--- src/rtl/life_ctrl_if.sv ---
// life_ctrl_if: request/response bundle between the board controls, the
// life_ctrl sequencer and the torus shift chain.
//   master : board controls / torus side (drives requests and torus_last)
//   slave  : the sequencer (drives seed chain and step pulses)
interface life_ctrl_if #(
  parameter int DIV_W = 24,
  parameter int GEN_W = 16
);
  logic             load_req;
  logic             recirc;
  logic             ext_seed;
  logic             run;
  logic             step_req;
  logic [DIV_W-1:0] period;
  logic             torus_last;
  logic             seed;
  logic             seed_ena;
  logic             life_step;
  logic [GEN_W-1:0] gen_count;
  logic             busy;
  logic             load_done;

  modport master (
    output load_req, recirc, ext_seed, run, step_req, period, torus_last,
    input  seed, seed_ena, life_step, gen_count, busy, load_done
  );

  modport slave (
    input  load_req, recirc, ext_seed, run, step_req, period, torus_last,
    output seed, seed_ena, life_step, gen_count, busy, load_done
  );
endinterface

--- src/rtl/life_ctrl.sv ---
// life_ctrl: Game-of-Life torus sequencer.
// Loads one full W*H frame through the serial seed chain (external bit,
// internal LFSR, or recirculated torus_last), then issues generation pulses
// either free-running at a programmable period or as single steps.
// Optional feature: define LIFE_CTRL_LFSR_EN to seed from a 16-bit Galois
// LFSR instead of ext_seed.
module life_ctrl #(
  parameter int TORUS_WIDTH  = 32,
  parameter int TORUS_HEIGHT = 32,
  parameter int DIV_W        = 24,
  parameter int GEN_W        = 16
) (
  input logic        clk,
  input logic        rst_n,
  life_ctrl_if.slave bus
);
  localparam int N     = TORUS_WIDTH * TORUS_HEIGHT;
  localparam int CNT_W = $clog2(N + 1);
  localparam logic [CNT_W-1:0] N_CNT = CNT_W'(N);

  typedef enum logic [1:0] {IDLE, LOAD, RUN} state_t;

  state_t           state_q, state_d;
  logic [CNT_W-1:0] cnt_q, cnt_d;
  logic [DIV_W-1:0] presc_q, presc_d;
  logic [GEN_W-1:0] gen_q, gen_d;
  logic             recirc_q, recirc_d;
  logic             seed_ena_q, seed_ena_d;
  logic             step_q, step_d;
  logic             busy_q, busy_d;
  logic             done_q, done_d;
  logic [DIV_W-1:0] last_tick;
  logic             source_bit;

  // A period of 0 behaves like 1, so the terminal prescaler value saturates at 0.
  assign last_tick = (bus.period == '0) ? '0 : bus.period - DIV_W'(1);

`ifdef LIFE_CTRL_LFSR_EN
  logic [15:0] lfsr_q, lfsr_d;
  logic        unused_ext_seed;

  assign unused_ext_seed = bus.ext_seed;
  assign source_bit      = lfsr_q[0];

  // Galois right-shift LFSR; only advances while it is actually feeding the chain.
  always_comb begin
    lfsr_d = lfsr_q;
    if (seed_ena_q && !recirc_q)
      lfsr_d = {1'b0, lfsr_q[15:1]} ^ (lfsr_q[0] ? 16'hB400 : 16'h0000);
  end

  // LFSR register.
  always_ff @(posedge clk or negedge rst_n) begin
    if (!rst_n) lfsr_q <= 16'hACE1;
    else        lfsr_q <= lfsr_d;
  end
`else
  assign source_bit = bus.ext_seed;
`endif

  // Next-state and registered-output logic; load_req beats run beats step_req.
  always_comb begin
    state_d    = state_q;
    cnt_d      = cnt_q;
    presc_d    = presc_q;
    gen_d      = gen_q;
    recirc_d   = recirc_q;
    seed_ena_d = 1'b0;
    step_d     = 1'b0;
    busy_d     = 1'b0;
    done_d     = 1'b0;
    case (state_q)
      IDLE: begin
        if (bus.load_req) begin
          state_d    = LOAD;
          cnt_d      = N_CNT;
          recirc_d   = bus.recirc;
          seed_ena_d = 1'b1;
          busy_d     = 1'b1;
          presc_d    = '0;
          if (!bus.recirc) gen_d = '0;
        end else if (bus.run) begin
          state_d = RUN;
          presc_d = '0;
        end else if (bus.step_req) begin
          step_d = 1'b1;
          gen_d  = gen_q + GEN_W'(1);
        end
      end
      LOAD: begin
        // Requests are ignored here; the frame must be shifted in completely.
        seed_ena_d = 1'b1;
        busy_d     = 1'b1;
        cnt_d      = cnt_q - CNT_W'(1);
        if (cnt_q == CNT_W'(1)) begin
          seed_ena_d = 1'b0;
          busy_d     = 1'b0;
          done_d     = 1'b1;
          presc_d    = '0;
          state_d    = bus.run ? RUN : IDLE;
        end
      end
      RUN: begin
        if (bus.load_req) begin
          state_d    = LOAD;
          cnt_d      = N_CNT;
          recirc_d   = bus.recirc;
          seed_ena_d = 1'b1;
          busy_d     = 1'b1;
          presc_d    = '0;
          if (!bus.recirc) gen_d = '0;
        end else if (!bus.run) begin
          state_d = IDLE;
          presc_d = '0;
        end else if (presc_q >= last_tick) begin
          // >= rather than == so a shortened period takes effect at once.
          step_d  = 1'b1;
          presc_d = '0;
          gen_d   = gen_q + GEN_W'(1);
        end else begin
          presc_d = presc_q + DIV_W'(1);
        end
      end
      default: state_d = IDLE;
    endcase
  end

  // State and output registers.
  always_ff @(posedge clk or negedge rst_n) begin
    if (!rst_n) begin
      state_q    <= IDLE;
      cnt_q      <= '0;
      presc_q    <= '0;
      gen_q      <= '0;
      recirc_q   <= 1'b0;
      seed_ena_q <= 1'b0;
      step_q     <= 1'b0;
      busy_q     <= 1'b0;
      done_q     <= 1'b0;
    end else begin
      state_q    <= state_d;
      cnt_q      <= cnt_d;
      presc_q    <= presc_d;
      gen_q      <= gen_d;
      recirc_q   <= recirc_d;
      seed_ena_q <= seed_ena_d;
      step_q     <= step_d;
      busy_q     <= busy_d;
      done_q     <= done_d;
    end
  end

  // seed stays combinational so rotation adds no delay around the torus loop.
  assign bus.seed      = recirc_q ? bus.torus_last : source_bit;
  assign bus.seed_ena  = seed_ena_q;
  assign bus.life_step = step_q;
  assign bus.gen_count = gen_q;
  assign bus.busy      = busy_q;
  assign bus.load_done = done_q;
endmodule

--- src/flat_wrapper.sv ---
// flat-port wrapper written by rule: the top's interface ports become plain ports
module life_ctrl_flat 
#(
  parameter int TORUS_WIDTH  = 32,
  parameter int TORUS_HEIGHT = 32,
  parameter int DIV_W        = 24,
  parameter int GEN_W        = 16
)
  (clk, rst_n, bus_load_req, bus_recirc, bus_ext_seed, bus_run, bus_step_req, bus_period, bus_torus_last, bus_seed, bus_seed_ena, bus_life_step, bus_gen_count, bus_busy, bus_load_done);
  life_ctrl_if #(.DIV_W(DIV_W), .GEN_W(GEN_W)) bus_i ();
  input logic clk;
  input logic rst_n;
  input wire logic [$bits(bus_i.load_req)-1:0] bus_load_req;
  input wire logic [$bits(bus_i.recirc)-1:0] bus_recirc;
  input wire logic [$bits(bus_i.ext_seed)-1:0] bus_ext_seed;
  input wire logic [$bits(bus_i.run)-1:0] bus_run;
  input wire logic [$bits(bus_i.step_req)-1:0] bus_step_req;
  input wire logic [$bits(bus_i.period)-1:0] bus_period;
  input wire logic [$bits(bus_i.torus_last)-1:0] bus_torus_last;
  output wire logic [$bits(bus_i.seed)-1:0] bus_seed;
  output wire logic [$bits(bus_i.seed_ena)-1:0] bus_seed_ena;
  output wire logic [$bits(bus_i.life_step)-1:0] bus_life_step;
  output wire logic [$bits(bus_i.gen_count)-1:0] bus_gen_count;
  output wire logic [$bits(bus_i.busy)-1:0] bus_busy;
  output wire logic [$bits(bus_i.load_done)-1:0] bus_load_done;
  assign bus_i.load_req = bus_load_req;
  assign bus_i.recirc = bus_recirc;
  assign bus_i.ext_seed = bus_ext_seed;
  assign bus_i.run = bus_run;
  assign bus_i.step_req = bus_step_req;
  assign bus_i.period = bus_period;
  assign bus_i.torus_last = bus_torus_last;
  assign bus_seed = bus_i.seed;
  assign bus_seed_ena = bus_i.seed_ena;
  assign bus_life_step = bus_i.life_step;
  assign bus_gen_count = bus_i.gen_count;
  assign bus_busy = bus_i.busy;
  assign bus_load_done = bus_i.load_done;
  life_ctrl #(.TORUS_WIDTH(TORUS_WIDTH), .TORUS_HEIGHT(TORUS_HEIGHT), .DIV_W(DIV_W), .GEN_W(GEN_W)) u_core (.clk(clk), .rst_n(rst_n), .bus(bus_i));
endmodule
--- config.mk ---
export PLATFORM = sky130hd
export DESIGN_NAME = life_ctrl_flat
export DESIGN_NICKNAME = d
export VERILOG_FILES = /design/src/rtl/life_ctrl_if.sv /design/src/rtl/life_ctrl.sv /design/src/flat_wrapper.sv
export SDC_FILE = /design/constraint.sdc
export NUM_CORES = 1
export LEC_CHECK = 0
export CAP_MARGIN = 20
export CORE_ASPECT_RATIO = 0.6
export CORE_MARGIN = 2
export CORE_UTILIZATION = 65
export CTS_CLUSTER_SIZE = 8
export DETAILED_ROUTE_END_ITERATION = 8
export DONT_BUFFER_PORTS = 1
export GPL_TIMING_DRIVEN = 0
export PLACE_DENSITY = 0.81
export RECOVER_POWER = 50
export SKIP_CTS_REPAIR_TIMING = 1
export SYNTH_ARGS = -nofsm -noshare
export SYNTH_HDL_FRONTEND = slang
export SYNTH_SLANG_ARGS = --single-unit
export TNS_END_PERCENT = 10
--- constraint.sdc ---
create_clock -name clk -period 2.5 [get_ports clk]
set_input_delay 0.75 -clock clk [delete_from_list [all_inputs] [get_ports clk]]
set_output_delay 0.75 -clock clk [all_outputs]
set_load 0.01 [all_outputs]
==> impl_metrics.json <==
{
  "status": "finished, violations left",
  "violations": "negative setup slack",
  "yosysSeqAreaShare": 0.329,
  "crit_path_end_kind": "flop",
  "drt_iter0_markers": 493,
  "synthFlopType": "dfrtp_1",
  "power_leakage_nw": 2.01,
  "synth.area.top_cells": "dfrtp_1 33%, ha_1 8.6%, nand2_1 5.2%, o21ai_0 4.4%, xor2_1 4.0%",
  "avgSynthCellArea_um2": 8.25,
  "clk_latency_ns": 0.35,
  "dp_hpwl_um": 8760,
  "period_minus_slack_ns": 4.33,
  "num_rows": 23,
  "max-vdd-ir-drop_uv": 582,
  "grt_usage": 0.330,
  "wl_per_cell_um": 19.5,
  "final_area_um2": 4970,
  "critPathLaunchType": "input port",
  "yosys_warnings": 0,
  "final_layout_size_suffix_gt1_frac": 0.128,
  "final.period_utilization": 1.73,
  "start_util": 0.662,
  "clock-sinks": 57,
  "hold_class": "in -> async",
  "worstPathArrival_ns": 4.59,
  "port_buffers": 0,
  "diodes": 0,
  "max_freq_ghz": 0.231,
  "power_density_nw_per_um2": 597,
  "root_buffer": "clkbuf_8",
  "antenna_found_initial": 0,
  "power.share.combinational": 0.238,
  "clkPwrFrac": 0.326,
  "chipHeight_um": 67.3,
  "fillers": 464,
  "cts_buffer_depth": 2,
  "drv_slew": 0,
  "grt_max_degree": 58,
  "clkTransAtPathRegs_ns": 0.07,
  "io_pins": 53,
  "synth-edff-count": 0,
  "p_switching_w": 0.000993,
  "fp.dieArea_um2": 7370,
  "synth_cell_types": 55,
  "stdcell_count": 635,
  "cts_buffers": 9,
  "finalSetupViolCount": 41,
  "place_congestion": 0.935,
  "slew_headroom": 0.383,
  "worstPathRequired_ns": 2.77,
  "worstMarginPinSlew_ns": 0.923,
  "async_reset_ff_frac": 1.00,
  "place_area_um2": 4500,
  "coreArea_um2": 6560,
  "drtAntennaViolNets": 0,
  "yosysTopAreaCell": "dfrtp_1",
  "drc": 0,
  "p_int_w": 0.00198,
  "path_class": "in -> reg",
  "power_frac_seq": 0.437,
  "rsz0062_at_grt": "yes",
  "first_pass_iters": 6,
  "drv_cap": 0,
  "grt_pass1_vias": 3827,
  "syn_area_um2": 4340,
  "grt_pass1_wl_um": 18600,
  "grt-ovfl-total": 0,
  "vias": 4371,
  "dp_cells": 613,
  "finClkSkew_ns": 0.0101,
  "timing.final.ws_setup_ns": -1.83,
  "synth_top_area_share": 0.329,
  "die_w_um": 109,
  "syn-num-nets": 588,
  "hold_violations": 0,
  "synth.ff_latch_count": 57,
  "routed_wl_um": 12400,
  "synthCells": 526,
  "setup_tns_ns": -69.05,
  "power_switching_share": 0.334,
  "area_delta_synth_final_pct": 14.6,
  "fin_nets": 607,
  "cts_max_level": 3,
  "avgViaCountPerCell": 6.88,
  "cts_tree": "yes",
  "path_max_fanout": 10
}
## Yosys cell counts (3+ instances only)
master,n
nand2_1,60
dfrtp_1,57
o21ai_0,38
nor2_1,35
ha_1,30
nand3_1,29
clkbuf_1,22
inv_1,22
xor2_1,20
a31oi_1,19
a21oi_1,17
nand4_1,17
nor3_1,17
a211oi_1,13
and3_1,13
nor4_1,10
or3_1,10
a41oi_1,8
nand2b_1,8
o22ai_1,8
or4_1,7
xnor2_1,7
o32ai_1,6
nor2b_1,4
o31ai_1,4
nand4b_1,3
o211ai_1,3
o41a_1,3
## critical path: stages
cell,delay (ns)
or4_4,0.51
or3_1,0.39
buf_6,0.15
nor3_2,0.37
o21ai_0,0.14
a22oi_1,0.28
ha_1,0.30
nand4_1,0.13
buf_6,0.14
buf_4,0.11
nor3_2,0.04
nor3_2,0.24
buf_4,0.17
nand3_4,0.13
or4_4,0.57
a31oi_1,0.15
## cell usage in the layout (no fill, tap or decap), drive strengths merged, types with 3 or more instances in the layout
cell / synthesis / final
nor4: 11 / 11
nand4: 17 / 17
dfrtp: 57 / 57
xor2: 20 / 20
xnor2: 7 / 7
a31oi: 19 / 19
or3: 11 / 11
nand2: 60 / 60
o31ai: 4 / 4
buf: 4 / 17
o32ai: 6 / 6
nand2b: 8 / 8
a211oi: 13 / 13
ha: 30 / 30
o22ai: 8 / 8
nand3: 29 / 29
or4: 7 / 7
nand4b: 3 / 3
nor2b: 4 / 4
o41a: 3 / 3
nor2: 35 / 35
clkbuf: 22 / 28
a21oi: 17 / 17
inv: 22 / 22
nor3: 18 / 18
o211ai: 3 / 3
and3: 13 / 13
a41oi: 8 / 8
o21ai: 38 / 38
## state kept, by name, indices dropped and copies added (netlist names)
register,flops
u_core.state_q,2
u_core.presc_q,24
u_core.cnt_q,11
u_core.bus.life_step,1
u_core.bus.seed_ena,1
u_core.bus.load_done,1
u_core.recirc_q,1
u_core.bus.gen_count,16
## power groups by stage
| stage | Sequential [W] | Combinational [W] | Clock (W) |
|---|---|---|---|
| 6_report | 0.00130 | 0.000706 | 0.000967 |
| 5_1_grt | 0.00132 | 0.000792 | 0.00102 |
| 4_1_cts | 0.00129 | 0.000672 | 0.000975 |
| 3_5_place_dp | 0.00131 | 0.000669 | 0 |
| 3_3_place_gp | 0.00130 | 0.000639 | 0 |
| 2_1_floorplan | 0.00125 | 0.000536 | 0 |
## stage by stage
step                utilization  total power, W  setup WS [ns]  hold slack (ns)
floorplan                     -         0.00179          -1.75            0.449
global placement          0.686         0.00193          -2.18            0.455
detailed placement        0.686         0.00198          -2.25            0.455
CTS                       0.719         0.00294          -1.93           0.0796
global route              0.758         0.00314          -1.92           0.0702
finish                    0.758         0.00297          -1.83           0.0883
## cell families after synthesis
family	synth area share
buffers and inverters	0.0447
AND/OR/NAND/NOR	0.275
XOR/XNOR	0.0545
multiplexers	0.00980
AO/OA/AOI/OAI	0.201
flip-flops	0.329
adder cells (fa/ha/maj)	0.0865
## routing by layer
layer | up-vias | GRT usage | part of all wire
li1 | 2020 | - | -
met1 | 2054 | 0.477 | 0.45
met2 | 260 | 0.481 | 0.43
met3 | 37 | 0.105 | 0.11
met4 | 0 | 0.0807 | 0.017
met5 | - | 0 | 0
## area by class of cell
class / instances / area [um^2] / share of cell area
multi-input cells: 421 / 2900 / 0.582
clock inverters: 3 / 65.1 / 0.0131
clock buffers: 11 / 151 / 0.0304
flip-flops and latches: 57 / 1430 / 0.287
plain buffers: 26 / 179 / 0.0360
inverters: 22 / 82.6 / 0.0166
repair buffers: 8 / 63.8 / 0.0128
well taps: 87 / 109 / 0.0219
## worst paths after layout
kind                                      start                      end  slack (ns)  cells after the start
worst max-delay path             bus_period[11]        u_core.presc_q[6]       -1.83                     16
worst min-delay path                      rst_n  u_core.bus.gen_count[8]        0.09                      0
worst max register to register  u_core.cnt_q[7]        u_core.presc_q[1]       -0.30                      7
worst min register to register  u_core.recirc_q          u_core.recirc_q        0.49                      2
max in group asynchronous                 rst_n          u_core.cnt_q[0]        2.30                      0
min in group clk                u_core.recirc_q          u_core.recirc_q        0.49                      2
Note: power is estimated with default switching activity, not from simulation.
